[src/rtl/vec_packer_if.sv]
// Handshake bundle for vec_packer: element stream in, packed vector out.
// Ports: recv_msg/recv_val/recv_rdy, flush, send_msg/send_mask/send_val/send_rdy.
interface vec_packer_if #(
   parameter int ELEM_W   = 8,
   parameter int NUM_ELEM = 4
);
   logic [ELEM_W-1:0]          recv_msg;
   logic                       recv_val;
   logic                       recv_rdy;
   logic                       flush;
   logic [ELEM_W*NUM_ELEM-1:0] send_msg;
   logic [NUM_ELEM-1:0]        send_mask;
   logic                       send_val;
   logic                       send_rdy;

   // environment side: feeds elements, consumes vectors
   modport master (
      output recv_msg,
      output recv_val,
      output flush,
      output send_rdy,
      input  recv_rdy,
      input  send_msg,
      input  send_mask,
      input  send_val
   );

   // packer side
   modport slave (
      input  recv_msg,
      input  recv_val,
      input  flush,
      input  send_rdy,
      output recv_rdy,
      output send_msg,
      output send_mask,
      output send_val
   );
endinterface

[src/rtl/vec_packer.sv]
// Packs NUM_ELEM elements of ELEM_W bits into one vector with lane mask.
// Ports: clk, reset (async, active-high), bus (vec_packer_if.slave).
module vec_packer #(
   parameter int ELEM_W   = 8,
   parameter int NUM_ELEM = 4
) (
   input logic         clk,
   input logic         reset,
   vec_packer_if.slave bus
);
   localparam int CW = (NUM_ELEM > 1) ? $clog2(NUM_ELEM) : 1;
   localparam int VW = ELEM_W * NUM_ELEM;
   localparam logic [CW-1:0] LAST = CW'(NUM_ELEM - 1);

   typedef enum logic {
      FILL = 1'b0,
      HOLD = 1'b1
   } state_t;

   state_t              state;
   logic [CW-1:0]       cnt;
   logic [VW-1:0]       data;
   logic [NUM_ELEM-1:0] mask;
   logic                rdy_q;
   logic                val_q;

   logic recv_fire;
   logic send_fire;
   logic last_lane;
   logic go_hold;

   assign recv_fire = bus.recv_val & rdy_q;
   assign send_fire = bus.send_rdy & val_q;
   assign last_lane = (cnt == LAST);

   // A flush with nothing collected and nothing arriving is a no-op,
   // so an empty vector is never presented.
   assign go_hold = recv_fire
                  ? (last_lane | bus.flush)
                  : (rdy_q & bus.flush & (cnt != '0));

   // Handshake flags are registered copies of the state so neither
   // ready nor valid depends combinationally on any input.
   always_ff @(posedge clk or posedge reset) begin
      if (reset) begin
         state <= FILL;
         cnt   <= '0;
         data  <= '0;
         mask  <= '0;
         rdy_q <= 1'b1;
         val_q <= 1'b0;
      end else begin
         unique case (state)
            FILL: begin
               if (recv_fire) begin
                  data[cnt*ELEM_W +: ELEM_W] <= bus.recv_msg;
                  mask[cnt] <= 1'b1;
                  cnt       <= cnt + CW'(1);
               end
               if (go_hold) begin
                  state <= HOLD;
                  cnt   <= '0;
                  rdy_q <= 1'b0;
                  val_q <= 1'b1;
               end
            end
            HOLD: begin
               if (send_fire) begin
                  state <= FILL;
                  cnt   <= '0;
                  data  <= '0;
                  mask  <= '0;
                  rdy_q <= 1'b1;
                  val_q <= 1'b0;
               end
            end
            default: begin
               state <= FILL;
               cnt   <= '0;
               data  <= '0;
               mask  <= '0;
               rdy_q <= 1'b1;
               val_q <= 1'b0;
            end
         endcase
      end
   end

   assign bus.recv_rdy  = rdy_q;
   assign bus.send_val  = val_q;
   assign bus.send_msg  = data;
   assign bus.send_mask = mask;
endmodule

[src/flat_wrapper.sv]
// flat-port wrapper written by rule: the top's interface ports become plain ports
module vec_packer_flat 
#(
   parameter int ELEM_W   = 8,
   parameter int NUM_ELEM = 4
)
  (clk, reset, bus_recv_msg, bus_recv_val, bus_flush, bus_send_rdy, bus_recv_rdy, bus_send_msg, bus_send_mask, bus_send_val);
  vec_packer_if #(.ELEM_W(ELEM_W), .NUM_ELEM(NUM_ELEM)) bus_i ();
  input logic clk;
  input logic reset;
  input wire logic [$bits(bus_i.recv_msg)-1:0] bus_recv_msg;
  input wire logic [$bits(bus_i.recv_val)-1:0] bus_recv_val;
  input wire logic [$bits(bus_i.flush)-1:0] bus_flush;
  input wire logic [$bits(bus_i.send_rdy)-1:0] bus_send_rdy;
  output wire logic [$bits(bus_i.recv_rdy)-1:0] bus_recv_rdy;
  output wire logic [$bits(bus_i.send_msg)-1:0] bus_send_msg;
  output wire logic [$bits(bus_i.send_mask)-1:0] bus_send_mask;
  output wire logic [$bits(bus_i.send_val)-1:0] bus_send_val;
  assign bus_i.recv_msg = bus_recv_msg;
  assign bus_i.recv_val = bus_recv_val;
  assign bus_i.flush = bus_flush;
  assign bus_i.send_rdy = bus_send_rdy;
  assign bus_recv_rdy = bus_i.recv_rdy;
  assign bus_send_msg = bus_i.send_msg;
  assign bus_send_mask = bus_i.send_mask;
  assign bus_send_val = bus_i.send_val;
  vec_packer #(.ELEM_W(ELEM_W), .NUM_ELEM(NUM_ELEM)) u_core (.clk(clk), .reset(reset), .bus(bus_i));
endmodule
[config.mk]
export PLATFORM = sky130hd
export DESIGN_NAME = vec_packer_flat
export DESIGN_NICKNAME = d
export VERILOG_FILES = /design/src/rtl/vec_packer_if.sv /design/src/rtl/vec_packer.sv /design/src/flat_wrapper.sv
export SDC_FILE = /design/constraint.sdc
export NUM_CORES = 1
export LEC_CHECK = 0
export ABC_CLOCK_PERIOD_IN_PS = 3400
export CORE_ASPECT_RATIO = 2
export CORE_UTILIZATION = 51
export DETAILED_ROUTE_END_ITERATION = 6
export HOLD_SLACK_MARGIN = 0.05
export PLACE_DENSITY = 0.91
export SETUP_SLACK_MARGIN = 0.1
export SYNTH_ARGS = -nofsm -noshare
export SYNTH_HDL_FRONTEND = slang
export SYNTH_SLANG_ARGS = --single-unit
[constraint.sdc]
create_clock -name clk -period 3.4 [get_ports clk]
set_clock_uncertainty 0.05 [all_clocks]
set_input_delay 0.68 -clock clk [delete_from_list [all_inputs] [get_ports clk]]
set_output_delay 0.68 -clock clk [all_outputs]
set_load 0.02 [all_outputs]
==> metrics <==
status complete, no violations; EDFF count, synth 0; R2R Setup Slk 1180 ps; final WL 4060 um; P_int 0.000643 W; max_cap viols 0; WHS Path Cells 2; root buf cell clkbuf_8; via/cell ratio 5.34; fmax 0.450 GHz; Clock transition at path regs 80 ps; Comb pwr share 3.9%; Reg2Reg Launch Point u_core.cnt[0]; total grt overflow 0; HPWL Detailed 3090 um; Setup Total Neg Slack 0 ps; Commonest cells post-synth dfrtp_1, nand2_1, a22o_1, o21ai_0, ha_1; CP Launch Type flop; Max IR drop VDD 311 uV; synth top area cells dfrtp_1, a22o_1, nand2_1, ha_1, o21ai_0; final setup fails 0; Placed Instances 255; Resize count post-CTS 0; largest net degree at the start of global routing 42; Hold Crit Class reg2reg; min Tclk post-route 2220 ps; Post-layout nets 235; share of layout cells above drive strength 1 9.30%; count of different cell masters after synthesis 33; Starting Density 53.6%; IO Port Bufs 50; Placer Congestion 0.804; first-pass GRT wire length 6630 um; Hold Path Sink u_core.bus.send_msg[9]; register area share after synthesis 56.1%; Die X 44.4 um; CP startpoint u_core.cnt[0]; Hold Crit Start u_core.bus.send_msg[9]; n_diodes 0; fill cell count 251; First DRT Iteration DRCs 21; CTS Buffer Depth 2; Layout Area Growth over Synthesis 33.2%; Slew headroom 56.8%; RSZ-0062 raised after global routing no; CTS Hold Bufs 0; number of synthesized register bits 41; power share of the clock group 37.2%; Pre-antenna DRT Iters 4; CTS Buf Count 5; Chip Height 86.7 um; most common cell in the netlist dfrtp_1; type of element capturing the critical path flop; post-CTS setup buffers 0; post-synth top area cell dfrtp_1; Post-synth ARST share 100%; Post-DRT Antenna Nets 0; initial antenna violation count 0; GRT Overall Usage 24.2%; Ys Warns 0; worst skew pair latency 290 ps; critical path class reg2reg; fin crit share 65.4%; # rows 30; worst path arrival time 2380 ps; Worst Path Max Fanout 10; worst slew pin tran 648 ps; sw frac 22.3%; CP Data Required Time 3560 ps; Psw 0.000184 W; Post-Synthesis Cells 162; Pwr per Cell Area 339 mW/mm2; vias in the first global route 1,427; Vias 1,405; die area 0.00385 mm2; Leak 1.05 nW; Main synth FF type dfrtp_1; synthesized area 0.00183 mm2; core area 0.00342 mm2; Fin. Hold Viols 0; IO Count 51; Wirelength per Cell 15.4 um; # H-tree levels 2; Flop pwr share 58.9%; TritonCTS clock tree yes; Avg Cell Area, Syn 11.3 um2; Max Slew Vio Count 0; post-synth top area share 54.7%; RR Endpoint u_core.bus.send_msg[12]; cells on worst reg2reg path 6; Synth Net Count 183; drt drc 0; Clock Sink Count 41; Final Non-Filler Cells 263
worst max-delay path by stage:
stage,depth (start not counted),endpoint,slack (ps)
6_report,6,u_core.bus.send_msg[12],1180
5_1_grt,6,u_core.bus.send_msg[12],1060
4_1_cts,6,u_core.bus.send_msg[12],1160
3_5_place_dp,5,u_core.bus.send_msg[1],930
3_3_place_gp,4,u_core.bus.send_msg[1],1020
2_1_floorplan,7,u_core.bus.send_msg[10],1550
cells by family after synthesis:
group / after synthesis / share of synthesized area (%)
AND/OR/NAND/NOR: 59 / 16.9
flip-flops: 41 / 56.1
buffers and inverters: 9 / 3.21
AO/OA/AOI/OAI: 45 / 18.3
adder cells (fa/ha/maj): 8 / 5.47
registers in the layout, indices dropped and copies added (netlist names):
signal,flops
u_core.bus.send_mask,4
u_core.cnt,2
u_core.bus.send_val,1
u_core.bus.recv_rdy,1
u_core.bus.send_msg,32
u_core.state,1
power by group through the flow:
| stage | registers (W) | clock network, W | logic [W] |
|---|---|---|---|
| floorplan | 0.000497 | 0 | 0.00000813 |
| global placement | 0.000497 | 0 | 0.0000322 |
| detailed placement | 0.000497 | 0 | 0.0000326 |
| CTS | 0.000487 | 0.000313 | 0.0000327 |
| global route | 0.000487 | 0.000336 | 0.0000354 |
| finish | 0.000487 | 0.000307 | 0.0000322 |
per-stage QoR:
step / util, % / setup slack (ps) / power, W / hold slack (ps) / area (um2)
final: 71.4 / 1180 / 0.000827 / 438 / 2440
after global routing: 71.4 / 1060 / 0.000858 / 471 / 2440
after CTS: 71.4 / 1160 / 0.000833 / 444 / 2440
after detailed placement: 68.8 / 932 / 0.000529 / 427 / 2350
after global placement: 68.8 / 1020 / 0.000529 / 410 / 2350
after floorplan: - / 1550 / 0.000505 / 476 / 1830
cells in the final DEF, fill, tap and decap left out, types with 2 or more instances in the layout:
cell	instances
clkdlybuf4s50_1	50
ha_1	8
o21ai_1	6
o21ai_0	13
inv_1	2
nand2_1	37
nand2b_1	4
clkinv_2	2
a21oi_4	2
a21o_1	2
a21oi_2	2
a22o_1	18
nor2_1	4
dfrtp_1	40
clkbuf_8	5
nand3_1	2
metal layers:
layer,up-vias,track usage (%),wire (um)
met5,-,0,0
met4,0,14.0,104
met3,8,4.38,111
met2,39,41.6,2310
met1,688,26.5,1530
li1,670,-,-
final cells by class:
| cell class | count | area (um2) | share of cell area (%) |
|---|---|---|---|
| inverter | 3 | 11.3 | 0.462 |
| sequential | 41 | 1030 | 42.1 |
| timing repair buffer | 51 | 508 | 20.8 |
| clock buffer | 5 | 68.8 | 2.82 |
| clock inverter | 3 | 17.5 | 0.719 |
| tap | 48 | 60.1 | 2.46 |
| multi-input combinational | 112 | 744 | 30.5 |
worst max-delay path, cell delays in order, from the launching register on:
cell     delay, ps
dfrtp_1        590
inv_2          160
ha_1           440
and2b_1        220
and4b_1        400
nand2_1        100
o21ai_0        190
(Power assumes the default switching activity.)
